**config.mk**
```make
export PLATFORM = sky130hd
export DESIGN_NAME = bf_top
export DESIGN_NICKNAME = d
export VERILOG_FILES = /design/src/rtl/bf_pkg.sv /design/src/rtl/bf_top_ds_mod.sv /design/src/rtl/bf_top.sv
export SDC_FILE = /design/constraint.sdc
export NUM_CORES = 2
export LEC_CHECK = 0
export ABC_AREA = 1
export CAP_MARGIN = 40
export CORE_MARGIN = 1
export CORE_UTILIZATION = 35
export DETAILED_ROUTE_END_ITERATION = 8
export PLACE_DENSITY_LB_ADDON = 0.05
export SLEW_MARGIN = 20
export SYNTH_ARGS = -nofsm -noshare
export SYNTH_HDL_FRONTEND = slang
export SYNTH_SLANG_ARGS = --single-unit
```
**constraint.sdc**
```tcl
create_clock -name clock -period 12.2 [get_ports clock]
set_input_delay 3.66 -clock clock [delete_from_list [all_inputs] [get_ports clock]]
set_output_delay 3.66 -clock clock [all_outputs]
set_load 0.02 [all_outputs]
```
**src/rtl/bf_pkg.sv**
```systemverilog
// Shared constants for the two-beam beamformer: default sizes, MAC width,
// delta-sigma thresholds and the ternary pwm codes.
package bf_pkg;

  localparam int NUM_ELEM_DEF = 8;
  localparam int IN_W_DEF     = 8;
  localparam int W_W_DEF      = 5;

  localparam int MAC_W = 15;
  localparam int ERR_W = 16;
  // One bit wider than the error state so x + e never wraps.
  localparam int V_W   = 17;

  localparam logic signed [V_W-1:0] THR_POS = V_W'(4096);
  localparam logic signed [V_W-1:0] THR_NEG = V_W'(-4096);
  localparam logic signed [V_W-1:0] FB_POS  = V_W'(8192);
  localparam logic signed [V_W-1:0] FB_NEG  = V_W'(-8192);

  localparam logic [1:0] PWM_POS  = 2'b01;
  localparam logic [1:0] PWM_NEG  = 2'b11;
  localparam logic [1:0] PWM_ZERO = 2'b00;

endpackage

```
**src/rtl/bf_top_ds_mod.sv**
```systemverilog
// First-order ternary delta-sigma modulator for one antenna element.
// The error state stays in [-4096, 4095], so no saturation is needed.
module ds_mod
  import bf_pkg::*;
(
  input  logic                    clock,
  input  logic                    reset,
  input  logic signed [MAC_W-1:0] x_i,
  output logic [1:0]              pwm_o
);

  logic signed [ERR_W-1:0] e_q, e_d;
  logic [1:0]              pwm_q, pwm_d;
  logic signed [V_W-1:0]   v;
  logic signed [V_W-1:0]   fb;

  always_comb begin
    v     = V_W'(x_i) + V_W'(e_q);
    pwm_d = PWM_ZERO;
    fb    = '0;
    if (v >= THR_POS) begin
      pwm_d = PWM_POS;
      fb    = FB_POS;
    end else if (v < THR_NEG) begin
      pwm_d = PWM_NEG;
      fb    = FB_NEG;
    end
    e_d = ERR_W'(v - fb);
  end

  always_ff @(posedge clock) begin
    if (!reset) begin
      e_q   <= '0;
      pwm_q <= PWM_ZERO;
    end else begin
      e_q   <= e_d;
      pwm_q <= pwm_d;
    end
  end

  assign pwm_o = pwm_q;

endmodule

```
**src/rtl/bf_top.sv**
```systemverilog
// Two-beam beamformer: per-element complex-weight MAC feeding a ternary
// delta-sigma modulator per lane. Define BF_PIPE_EN to register the MAC.
module bf_top
  import bf_pkg::*;
#(
  parameter int NUM_ELEM = NUM_ELEM_DEF,
  parameter int IN_W     = IN_W_DEF,
  parameter int W_W      = W_W_DEF
) (
  input  logic                   clock,
  input  logic                   reset,
  input  logic signed [IN_W-1:0] vin_i_1,
  input  logic signed [IN_W-1:0] vin_q_1,
  input  logic signed [IN_W-1:0] vin_i_2,
  input  logic signed [IN_W-1:0] vin_q_2,
  input  logic signed [W_W-1:0]  w_cos_1 [NUM_ELEM],
  input  logic signed [W_W-1:0]  w_sin_1 [NUM_ELEM],
  input  logic signed [W_W-1:0]  w_cos_2 [NUM_ELEM],
  input  logic signed [W_W-1:0]  w_sin_2 [NUM_ELEM],
  output logic [1:0]             pwm     [NUM_ELEM]
);

  for (genvar k = 0; k < NUM_ELEM; k++) begin : g_elem
    logic signed [MAC_W-1:0] mac_d;
    logic signed [MAC_W-1:0] x;

    // Operands are sign-extended to the MAC width; the true sum always fits.
    always_comb begin
      mac_d = MAC_W'(vin_i_1) * MAC_W'(w_cos_1[k])
            + MAC_W'(vin_q_1) * MAC_W'(w_sin_1[k])
            + MAC_W'(vin_i_2) * MAC_W'(w_cos_2[k])
            + MAC_W'(vin_q_2) * MAC_W'(w_sin_2[k]);
    end

`ifdef BF_PIPE_EN
    logic signed [MAC_W-1:0] mac_q;

    always_ff @(posedge clock) begin
      if (!reset) begin
        mac_q <= '0;
      end else begin
        mac_q <= mac_d;
      end
    end

    assign x = mac_q;
`else
    assign x = mac_d;
`endif

    ds_mod u_ds_mod (
      .clock (clock),
      .reset (reset),
      .x_i   (x),
      .pwm_o (pwm[k])
    );
  end

endmodule

```
==> impl_metrics.json <==
{
  "setup_viol": 0,
  "yosys_register_bits": 144,
  "final_cells": 10700,
  "yosysUniqueCellTypes": 41,
  "detail-route-antenna-nets": 0,
  "clock_latency_ns": 0.56,
  "cp_slowest_stage_delay_ns": 0.51,
  "route.vias.total": 47600,
  "syn_nets": 10600,
  "maxCapViolCount": 0,
  "hp-class": "flop to flop",
  "cts_tree": "done",
  "drive_above_1_share_pct": 3.06,
  "final_common_cell": "inv_1",
  "required_ns": 12.65,
  "status": "finished, final reports clean",
  "post_cts_resized": 0,
  "r2r_start": "g_elem[5].u_ds_mod.e_q[4]$_SDFF_PN0_",
  "drt_wl_total_um": 208000,
  "crit_fanout": 21,
  "io_pins": 210,
  "period_share_pct": 91.4,
  "max_freq_mhz": 89.7,
  "drtPass1Iterations": 5,
  "path_clk_slew_ns": 0.07,
  "synth_edf_count": 0,
  "min_period_ns": 11.15,
  "syn_area_per_cell_um2": 8.31,
  "syn_inst": 8090,
  "tightestPinTransition_ns": 0.872,
  "yosys_warnings": 0,
  "drcViolationCount": 0,
  "clock_sinks": 144,
  "r2r_end": "g_elem[5].u_ds_mod.e_q[15]$_SDFF_PN0_",
  "synth_flop_cell": "dfxtp_1",
  "slew_headroom_pct": 41.8,
  "overflow": 0,
  "yosysSeqAreaShare_pct": 4.29,
  "die_x_um": 440,
  "fin_nets": 10600,
  "rrSetupSlack_ns": 5.31,
  "cts_root_buffer": "clkbuf_16",
  "reg2reg_depth": 30,
  "numCtsBuffers": 17,
  "min_to": "g_elem[0].u_ds_mod.e_q[0]$_SDFF_PN0_",
  "grt_max_degree": 36,
  "drtIter0Drc": 2298,
  "hp-start": "g_elem[0].u_ds_mod.e_q[0]$_SDFF_PN0_",
  "arrival_ns": 11.61,
  "place_congestion": 0.836,
  "antenna_found_initial": 26,
  "async_flop_share_pct": 0,
  "post_cts_buffers": 0,
  "grt_pass1_wl_um": 325000,
  "htree_levels": 4,
  "fin_tns_setup_ns": 0,
  "grt_pass1_vias": 52600,
  "crit_type": "primary input to flop",
  "die_y_um": 440,
  "wl_per_cell_um": 19.4,
  "synthTopCellsByArea": "fa_1 (51%), inv_1 (16%), ha_1 (11%), nand2_1 (8.2%), dfxtp_1 (4.3%)",
  "yosys.area.top_type_share_pct": 50.7,
  "portBuffers": 209,
  "holdWs_ns": 0.957,
  "hold_buffers": 0,
  "endpoint_kind": "flop",
  "hpwl_um": 181000,
  "startpoint_type": "primary input",
  "crit_start": "vin_i_1[7]",
  "rsz0062_at_grt": "no",
  "yosys.area.top_type": "fa_1",
  "cp_common_cell": "inv_1",
  "via_per_inst": 4.45,
  "slew_viol_final": 0,
  "track_usage_pct": 22.7,
  "rows": 160,
  "min_path_cells": 6,
  "initial_utilization_pct": 35.3,
  "core_area_mm2": 0.191,
  "cp_slowest_cell": "fa_1",
  "area_growth_pct": 8.51,
  "fin_skew_ns": 0.0131,
  "cts_buffer_depth": 2,
  "dieArea_mm2": 0.194,
  "most-common-layout-cells": "inv_1 (2912), fa_1 (1705), nand2_1 (1475)",
  "synth_area_mm2": 0.0673,
  "dp.cells": 10700,
  "hold_viol": 0
}
-- per-layer routing --
layer	vias to the layer above	routed length [µm]	track usage (%)
li1	22400	-	-
met5	-	27	0
met3	143	7100	2.16
met1	24300	93000	30.7
met2	745	103000	38.7
met4	4	4880	5.93
-- cell type report --
class | count | area, µm²
fill | 20000 | 118000
antenna | 13 | 32.5
tap | 2511 | 3140
clock buffer | 21 | 470
sequential | 144 | 2880
inverter | 2914 | 10900
timing repair buffer | 337 | 3150
multi-input combinational | 4748 | 52200
clock inverter | 10 | 135
-- how the worst max path moves through the flow --
stage,depth (start not counted),slack [ns],to
6_report,34,1.05,g_elem[5].u_ds_mod.e_q[15]$_SDFF_PN0_
3_5_place_dp,34,0.42,g_elem[5].u_ds_mod.e_q[15]$_SDFF_PN0_
4_1_cts,35,1.08,g_elem[5].u_ds_mod.e_q[15]$_SDFF_PN0_
2_1_floorplan,33,1.78,g_elem[5].u_ds_mod.e_q[15]$_SDFF_PN0_
5_1_grt,35,0.56,g_elem[5].u_ds_mod.e_q[15]$_SDFF_PN0_
3_3_place_gp,34,0.54,g_elem[5].u_ds_mod.e_q[15]$_SDFF_PN0_
-- flip-flops by register name, summed over array words and instances (netlist names) --
signal	cells
g_elem.u_ds_mod.e_q	128
g_elem.u_ds_mod.pwm_o	16
-- synth_stat cells (5+ instances only) --
library cell  instances
fa_1               1705
nand3_1             120
inv_1              2912
clkbuf_1            175
buf_2                 9
o21a_1               20
nor3_1                6
a21oi_1             173
nand2_2              15
ha_1                584
dfxtp_1             144
o21ai_0              88
nand4_1              25
or2_2                 9
o21bai_1             10
nand2_1            1475
nand3_2               8
nor2_2                6
clkbuf_2             91
xor2_1               28
nand3b_1              8
buf_1                 5
nor2_1              338
o21ai_2               6
o21ai_1              17
a21o_1               16
xnor2_1              71
-- kinds of logic after synthesis --
family,share of synthesized area (%)
buffers and inverters,18.1
flip-flops,4.29
adder cells (fa/ha/maj),61.6
AND/OR/NAND/NOR,11.9
AO/OA/AOI/OAI,2.74
XOR/XNOR,1.43
-- worst max-delay path, delay by kind of cell --
kind,cells,cell delay [ns]
buffers and inverters,11,1.69
and+or+nand+nor,8,0.94
AOI/OAI and AO/OA,5,1.09
adders and majority gates,10,4.20
-- per-stage QoR --
stage                     utilization [%]  worst slack [ns]  area (µm²)
after floorplan                         -              1.78       67300
after global placement               37.9             0.538       72200
after detailed placement             37.9             0.420       72300
after CTS                            38.3              1.08       72900
after global routing                 38.3             0.559       73000
final                                38.3              1.05       73000
Power is not shown: default switching activity piles up to over one toggle a cycle in this logic, so the estimate is an artifact.
